## config.mk

```make
export PLATFORM = sky130hd
export DESIGN_NAME = count_share_sched
export DESIGN_NICKNAME = d
export VERILOG_FILES = /design/src/rtl/count_share_sched.sv
export SDC_FILE = /design/constraint.sdc
export NUM_CORES = 1
export LEC_CHECK = 0
export CAP_MARGIN = 15
export CORE_UTILIZATION = 49
export DETAILED_ROUTE_END_ITERATION = 6
export PLACE_DENSITY = 0.88
export SYNTH_ARGS = -nofsm -noshare
export SYNTH_HDL_FRONTEND = slang
export SYNTH_SLANG_ARGS = --single-unit
```

## constraint.sdc

```tcl
create_clock -name clk -period 1.8 [get_ports clk]
set_input_delay 0.54 -clock clk [delete_from_list [all_inputs] [get_ports clk]]
set_output_delay 0.54 -clock clk [all_outputs]
set_load 0.05 [all_outputs]
```

## src/rtl/count_share_sched.sv

```systemverilog
// Round-robin scheduler sharing one up-counter among N requesters.
// Each grant bumps the count; granting stops at LIMIT until cleared.
module count_share_sched #(
  parameter int unsigned N     = 4,
  parameter int unsigned W     = 4,
  parameter int unsigned LIMIT = 5
) (
  input  logic         clk,
  input  logic         rst,
  input  logic         ena,
  input  logic         clr,
  input  logic [N-1:0] req,
  output logic [N-1:0] gnt,
  output logic [W-1:0] count,
  output logic         full,
  output logic         valid
);

  localparam int unsigned PW = (N > 1) ? $clog2(N) : 1;

  typedef enum logic [0:0] {StRun, StFull} state_e;

  state_e          state;
  logic [PW-1:0]   ptr;
  logic            full_old;

  logic            found;
  logic [PW-1:0]   win;
  logic [PW-1:0]   ptr_nxt;
  logic [N-1:0]    win_onehot;
  logic [W-1:0]    count_inc;

  // Cyclic priority search starting at ptr.
  always_comb begin
    found = 1'b0;
    win   = '0;
    for (int unsigned i = 0; i < N; i++) begin
      int unsigned j;
      j = (int'(ptr) + i) % N;
      if (!found && req[j]) begin
        found = 1'b1;
        win   = PW'(j);
      end
    end
  end

  always_comb begin
    win_onehot      = '0;
    win_onehot[win] = 1'b1;
    ptr_nxt         = (int'(win) == N - 1) ? '0 : win + 1'b1;
    count_inc       = count + 1'b1;
  end

  always_ff @(posedge clk or posedge rst) begin
    if (rst) begin
      state    <= StRun;
      gnt      <= '0;
      count    <= '0;
      ptr      <= '0;
      full_old <= 1'b0;
    end else begin
      full_old <= full;
      if (clr) begin
        state <= StRun;
        gnt   <= '0;
        count <= '0;
      end else begin
        unique case (state)
          StRun: begin
            if (ena && found) begin
              gnt   <= win_onehot;
              ptr   <= ptr_nxt;
              count <= count_inc;
              if (count_inc == W'(LIMIT)) state <= StFull;
            end else begin
              gnt <= '0;
            end
          end
          StFull: gnt <= '0;
          default: begin
            state <= StRun;
            gnt   <= '0;
          end
        endcase
      end
    end
  end

  assign full = (state == StFull);

  // A non-zero grant is legal in FULL only on its first cycle.
  assign valid = ((gnt & (gnt - 1'b1)) == '0) &&
                 (count <= W'(LIMIT)) &&
                 !(full_old && full && (gnt != '0));

endmodule
```

==> reports/metrics.cfg <==
[clock_network]
cts_root_buf=clkbuf_4
clk_pin_slew_ns=0.08
cts_buffers=3
cts_max_level=1
cts_hold_buf=0
cts_tree=built
insertion_delay_ns=0.28
cts_buffer_depth=2
clock-sinks=12

[power]
swShare_pct=34.7
p_leak_nw=0.623
power_frac_comb_pct=41.8
finalPower_uw=968
power.density_nw_per_um2=742
p_int_uw=632
pwr-share-clk_pct=22.3
max-vdd-ir-drop_uv=518
netSwitchingPower_uw=336
power_frac_seq_pct=35.9

[die]
start_util_pct=53.2
die_h_um=42.9
io_pins=18
coreArea_um2=1540
die_area_um2=1840
die_x_um=42.9
rows=14

[detailed_routing]
wirelength_um=2220
drt_iter0_drc=36
wire_per_inst_um=16.4
drt_first_pass_iters=4
viasPerCell=6.07
via_count=820
drc=0
postRouteAntennaNets=0

[min_path]
hp-class=reg2reg
worstHoldEndpoint=full_old
hp-start=full
min_path_cells=0

[sta]
drv_slew=0
holdWs_ns=0.463
fmaxAchievable_ghz=0.465
fin_tns_setup_ns=-0.352
period_needed_ns=2.15
setup_viol=1
skew_ns=0.00424
setup_ws_ns=-0.352
fin_crit_sh_pct=120
final_hold_viol_count=0
slew_headroom_pct=68.6
rsz0062_at_grt=yes
worst_slew_pin_slew_ns=0.470

[outcome]
outcome=finished, violations left
violations=setup timing

[logic_synthesis]
synthCells=82
synth.area.mux_share_pct=4.89
synth_xor_area_share_pct=0
synthDistinctLibCells=33
synth_top_family_by_area=compound AO/OA/AOI/OAI gates
synth_compound_area_share_pct=25.3
yosysWarnings=0
synth_seq_cells=12
synthAdderAreaFrac_pct=12.2
synth_area_um2=820
synth_fp_nets=98
synth-simple-area-share_pct=15.0
syn_avg_cell_area_um2=9.99
yosysSeqAreaShare_pct=36.6

[grt]
use_met1_pct=31.3
grt_overflow=0
met2_usage_pct=40.9
busiest_layer=met2
met3_usage_pct=8.09
grt_pass1_wl_um=3410
antenna_found_initial=0
grt_util_all_layers_pct=25.5
grt_pass1_vias=747
grt_max_degree=13

[cells_and_area]
nets=136
drive_gt1_share_pct=40.3
mostFrequentLayoutCells=19 x buf_4, 10 x dfrtp_1, 10 x buf_12
n_antenna_cell=0
final_util_pct=84.6
final_cells=135
area_growth_pct=59.1
mostFrequentLayoutCell=buf_4
design_area_um2=1300

[critical_path]
regToRegSetupSlack_ns=0.11
crit-reg2reg-launch=ptr[1]
start_kind=register
crit_path_end_kind=output port
cp.required_ns=1.26
cp_max_fo=3
criticalPathCategory=reg2out
reg2reg_depth=5
worstReg2RegEnd=ptr[1]
worstPathArrival_ns=1.61

[placement]
portBuffers=17
dpl_cell_area_um2=1230
dpl.cell_count=130
dp_hpwl_um=1640
gp_congestion=0.886
pre_cts_ws_ns=-0.495

[flow_run]
timing.max_cap.violations=0

area by class of cell:
class,count,area (µm²)
multi-input combinational,62,513
sequential,12,303
inverter,5,21.3
tap,16,20.0
fill,76,238
clock buffer,4,36.3
timing repair buffer,36,410
flip-flops by register name, summed over array words and instances (netlist names):
name	flops
gnt	4
full	1
ptr	2
count	4
full_old	1
Yosys cell counts, drive strengths merged:
cell / instances / share of area [%]
dfrtp: 12 / 37
a21oi: 10 / 6.1
ha: 8 / 12
nor2: 6 / 2.7
and3: 5 / 3.8
inv: 5 / 2.3
nand3: 4 / 3.1
o21ai: 4 / 2.4
nand2: 3 / 1.4
clkbuf: 2 / 2.3
mux2: 2 / 3.7
o22a: 2 / 2.1
a211oi: 1 / 0.92
a21o: 1 / 0.92
a221o: 1 / 1.2
a22oi: 1 / 0.92
a31oi: 1 / 0.76
and2b: 1 / 0.92
buf: 1 / 1.4
mux2i: 1 / 1.2
nand2b: 1 / 0.76
nor2b: 1 / 0.76
nor3: 1 / 0.61
o21a: 1 / 0.92
o221a: 1 / 1.4
o221ai: 1 / 1.1
o22ai: 1 / 0.76
o31ai: 1 / 0.92
o41a: 1 / 1.5
o41ai: 1 / 3.4
or4: 1 / 0.92
critical path, cell delays in order, from the launching register on:
cell and delay (ns):
dfrtp_2 0.44, inv_2 0.08, ha_4 0.13, nor2_2 0.04, a221o_1 0.34, a21oi_4 0.15, buf_12 0.15
layer usage:
metal  vias to the layer above  share of wire, %
met5                         -                 0
met4                         0               1.4
met3                         6               4.8
met2                        25                52
met1                       411                42
li1                        378                 -
timing repair:
item	4_1_cts	5_1_grt
setup endpoints to repair	12	2
resized for setup	4	8
buffers inserted	0	1
hold endpoints to repair	0	0
gates cloned	0	0
pin swaps	0	2
kinds of logic (layout without fill, tap and decap cells):
| kind of cell | count (synthesis) | after routing |
|---|---|---|
| adder cells (fa/ha/maj) | 8 | 8 |
| buffers and inverters | 8 | 45 |
| AO/OA/AOI/OAI | 28 | 28 |
| flip-flops | 12 | 12 |
| multiplexers | 3 | 3 |
| AND/OR/NAND/NOR | 23 | 23 |
power groups by stage:
stage | Sequential [mW] | Clock [mW] | Combinational [mW]
floorplan | 0.380 | 0 | 0.174
global placement | 0.347 | 0 | 0.367
detailed placement | 0.350 | 0 | 0.389
CTS | 0.345 | 0.219 | 0.387
global route | 0.353 | 0.233 | 0.424
finish | 0.348 | 0.216 | 0.404
worst max path at each step:
stage / slack (ns) / end / cells after the start / from
2_1_floorplan: -0.18 / valid / 5 / count[0]
3_3_place_gp: -0.40 / ptr[1] / 6 / req[0]
3_5_place_dp: -0.50 / ptr[1] / 6 / req[0]
4_1_cts: -0.35 / valid / 6 / count[0]
5_1_grt: -0.43 / valid / 6 / count[0]
6_report: -0.35 / valid / 6 / count[0]
Note: power is estimated with default switching activity, not from simulation.
==> patch 1: new RTL, config.mk and constraints unchanged <==
Set the parameter `N` to 8 (it was 4).
--- a/src/rtl/count_share_sched.sv
+++ b/src/rtl/count_share_sched.sv
@@ -3,3 +3,3 @@
 module count_share_sched #(
-  parameter int unsigned N     = 4,
+  parameter int unsigned N     = 8,
   parameter int unsigned W     = 4,
Ports: changed (resized gnt and req); port bits go from 18 to 26. The function was not compared with the original's and may differ.
==> patch 1 against the original RTL <==
The run still ends with setup timing left. Worst setup slack got worse by 1300 ps. Die area increased by 110%. Final area increased by 140%. Via count increased to 2.9 times the old value. Synthesized area increased by 110%. Sequential cell count increased by 5. Routed wire length increased to 4.1 times the old value.
Power is left out: the tool's default activity adds up to more than one toggle a clock period on the data nets, which glitch-free logic cannot reach.
==> patch 1: results <==
metrics = {
    "global_route": {
        "grt_util_all_layers_pct": 44.6,
        "grtUsageMet2_pct": 70.0,
        "first_global_vias": 2230,
        "globalRoute.totalOverflow": 0,
        "groute.layer.met1.usage_pct": 50.8,
        "antenna_found_initial": 0,
        "grt_pass1_wl_mm": 11.7,
        "maximum_number_of_pins_on_one_net_before_global_route_repair": 18,
        "gr-usage-met3_pct": 16.8,
    },
    "sta": {
        "timing.final.hold_violations": 0,
        "tns_ps": -23850,
        "clock-skew-final_ps": 15.0,
        "tightest_slew_ps": 455,
        "final_critical_path_setup_slack_ps": -1600,
        "setup_viol": 17,
    },
    "drt": {
        "drt-met1-wl_mm": 2.90,
        "average_wire_per_standard_cell_um": 26.5,
        "dr.pass1.iters": 5,
        "postRouteAntennaNets": 0,
        "wl_met3_mm": 1.11,
        "highest-signal-layer": "met4",
        "routed-wl-met2_mm": 4.14,
        "detail_route.iter0.violations": 310,
        "via_per_inst": 6.97,
    },
    "layout": {
        "reg_top3": "gnt (8), count (4), ptr (3)",
        "design.final.nets": 313,
        "final_layout_size_suffix_gt1_share_pct": 53.9,
        "post_layout_nonfiller_instances": 339,
        "diodes": 0,
    },
    "clocking": {
        "clock_latency_ps": 290,
        "htreeDepth": 1,
        "buffer_count_from_post_cts_setup_fixing": 10,
        "path_clk_slew_ps": 110,
        "cts_buffer_depth": 2,
        "cts_root_buffer": "clkbuf_4",
        "tritoncts.num_buffers": 3,
        "postCtsResizedCells": 41,
    },
    "hold_path": {
        "timing.hold.worst.class": "input pin to async pin",
    },
    "yosys": {
        "post_synth.cell_area_avg_um2": 9.17,
        "synthesis.yosys.warnings": 0,
        "netlist_top_cells_count": "25 x nor2_1, 17 x dfrtp_1, 14 x mux2i_1",
        "synth_fp_nets": 209,
        "netlist-cell-type-count": 53,
        "ys_top_cells_by_area": "dfrtp_1 24%, mux2i_1 8.0%, mux4_1 6.0%",
        "synth_async_sr_flop_share_pct": 100,
        "share_of_synthesized_area_occupied_by_flip_flops_and_latches_pct": 24.4,
    },
    "placement": {
        "number_of_instances_in_the_placed_design": 316,
        "place.detailed.hpwl_mm": 4.72,
        "placement.cell_area_um2": 2680,
        "globalplace.congestion": 1.04,
        "total_of_buffers_placed_on_input_and_output_ports": 25,
        "place_ws_ps": -1790,
    },
    "run_status": {
        "violations": "setup timing",
        "outcome": "finished, violations left",
    },
    "critical_path": {
        "crit_arrival_ps": 3570,
        "startpoint_type": "flip-flop",
        "crit_path_max_fanout": 8,
        "timing.rr.start": "ptr[0]$_DFFE_PP0P_",
        "cpLargestDelayFamily": "simple AND/OR/NAND/NOR gates",
        "max_stage_delay_ps": 520,
    },
}
[patch 1: path summary, 6_finish.rpt]
check                      cells after the start  slack (ps)                   end
setup / recovery                              14       -1600      gnt[1]$_DFF_PP0_
hold / removal                                 3         590  count[0]$_DFFE_PP0P_
setup reg to reg                              14       -1600      gnt[1]$_DFF_PP0_
hold reg to reg                                1         660    full_old$_DFF_PP0_
max in group asynchronous                      3         980      gnt[2]$_DFF_PP0_
min in group clk                               1         660    full_old$_DFF_PP0_
[patch 1: kinds of logic after synthesis]
logic type,after synthesis,share of synthesized area (%)
DFF,17,24.4
adders and majority gates,8,5.60
muxes,27,22.5
AOI/OAI and AO/OA,41,18.2
xor gates and xnor gates,8,4.02
and+or+nand+nor,73,21.3
buffers and inverters,16,3.95
[patch 1: final cells by class]
class                           instances  area (um^2)
Clock buffer                            3         22.5
Clock inverter                          1         5.00
Fill cell                             112          244
Inverter                                8         37.5
Multi-Input combinational cell        157         1500
Sequential cell                        17          430
Tap cell                               46         57.6
Timing Repair Buffer                  107         1070
==> patch 2: new RTL, same flow settings <==
Without the edit above. Register the output `count` once more, cleared by the reset; this adds one clock of latency there. The other outputs are not delayed to match.
--- a/src/rtl/count_share_sched.sv
+++ b/src/rtl/count_share_sched.sv
@@ -21,2 +21,4 @@
   typedef enum logic [0:0] {StRun, StFull} state_e;
+
+  logic [W-1:0] count_s0;
 
@@ -50,3 +52,3 @@
     ptr_nxt         = (int'(win) == N - 1) ? '0 : win + 1'b1;
-    count_inc       = count + 1'b1;
+    count_inc       = count_s0 + 1'b1;
   end
@@ -57,3 +59,3 @@
       gnt      <= '0;
-      count    <= '0;
+      count_s0 <= '0;
       ptr      <= '0;
@@ -65,3 +67,3 @@
         gnt   <= '0;
-        count <= '0;
+        count_s0 <= '0;
       end else begin
@@ -72,3 +74,3 @@
               ptr   <= ptr_nxt;
-              count <= count_inc;
+              count_s0 <= count_inc;
               if (count_inc == W'(LIMIT)) state <= StFull;
@@ -92,5 +94,13 @@
   assign valid = ((gnt & (gnt - 1'b1)) == '0) &&
-                 (count <= W'(LIMIT)) &&
+                 (count_s0 <= W'(LIMIT)) &&
                  !(full_old && full && (gnt != '0));
 
+  always_ff @(posedge clk or posedge rst) begin
+    if (rst) begin
+      count <= '0;
+    end else begin
+      count <= count_s0;
+    end
+  end
+
 endmodule
Formal check against the unedited RTL: not equivalent (Yosys sat finds a counterexample within 4 cycles, from zero or initial values and one cycle with rst high).
==> patch 2 against the original RTL <==
Sequential cell count rose by 4. Largest cell class unchanged. Synthesized area is 4.7% higher. Worst setup slack worse by 130 ps. Worst hold slack improved by 71 ps. Routed wire length shrank 16%. Final area fell by 0.29%. The flow still finishes with violations (setup timing). First-iteration DRC count fell by 42%. Clock skew up 2.3 ps. Die area increased by 4.5%. Total power grew 20%.
==> patch 2: results <==
metrics = {
    "run_status": {
        "outcome": "finished, violations left",
        "violations": "setup timing",
    },
    "hold_path": {
        "hold-path-endpoint": "count[3]$_DFF_PP0_",
    },
    "sta": {
        "final_critical_path_setup_slack_ps": -483,
        "setup_viol": 1,
        "clock-skew-final_ps": 6.58,
        "finalHoldWorstSlack_ps": 534,
        "timing.max_slew.rel_slack_pct": 70.6,
    },
    "placement": {
        "globalplace.congestion": 0.794,
        "number_of_instances_in_the_placed_design": 128,
        "placement.cell_area_um2": 1250,
        "place.detailed.hpwl_mm": 1.42,
    },
    "yosys": {
        "netlist_top_cells_count": "16 x dfrtp_1, 8 x ha_1, 8 x inv_1",
        "synth_compound_area_share_pct": 15.6,
        "ys_top_cells_by_area": "dfrtp_1 47%, ha_1 12%, a21oi_1 3.5%",
        "share_of_synthesized_area_occupied_by_flip_flops_and_latches_pct": 46.6,
        "yosys.area_share.adder_pct": 11.7,
    },
    "layout": {
        "fill_cell_count": 91,
        "final_layout_size_suffix_gt1_share_pct": 42.2,
    },
    "drt": {
        "detail_route.iter0.violations": 21,
        "drt_wl_total_mm": 1.87,
        "via_per_inst": 5.26,
        "num_vias": 694,
        "dr.pass1.iters": 7,
        "routed-wl-met2_um": 916,
        "drt-met1-wl_um": 859,
    },
    "global_route": {
        "grt_util_all_layers_pct": 24.6,
        "maximum_number_of_pins_on_one_net_before_global_route_repair": 17,
        "grtUsageMet2_pct": 38.2,
    },
    "power": {
        "p_clk_mw": 0.244,
        "power_switching_share_pct": 34.2,
        "power.combinational.total_mw": 0.459,
        "p_leak_nw": 0.640,
    },
    "critical_path": {
        "crit_path_max_fanout": 2,
        "timing.critical_path.from": "gnt[3]$_DFF_PP0_",
        "reg2reg_setup_slack_ps": 140,
        "crit_arrival_ps": 1740,
    },
    "clocking": {
        "path_clk_slew_ps": 100,
        "clock_latency_ps": 300,
    },
}
==> patch 2: worst max path at each step <==
stage                     depth (start not counted)  slack (ps)                  to
after floorplan                                   4        -450               valid
after global placement                            7        -470  ptr[1]$_DFFE_PP0P_
after detailed placement                          7        -550  ptr[1]$_DFFE_PP0P_
after CTS                                         5        -500               valid
after global routing                              5        -570               valid
final                                             5        -480               valid
==> patch 2: final cells by class <==
class                      count  area [um^2]  share of cell area (%)
multi-input combinational     52          467                    35.9
sequential                    16          404                    31.1
timing repair buffer          36          343                    26.4
clock buffer                   4         36.3                    2.79
inverter                       8         30.0                    2.31
tap                           16         20.0                    1.54
==> patch 2: stage by stage <==
stage	utilization (%)	TNS (ps)
after floorplan	-	-454
after global placement	79.4	-3360
after global routing	82.5	-573
after detailed placement	79.4	-4030
after CTS	82.0	-496
final	82.5	-483
==> patch 2: repair_timing <==
action | CTS | global route
pin swaps | 2 | 0
setup endpoints to repair | 9 | 2
gates resized for setup | 6 | 8
cloned | 0 | 0
hold endpoints to repair | 0 | 0
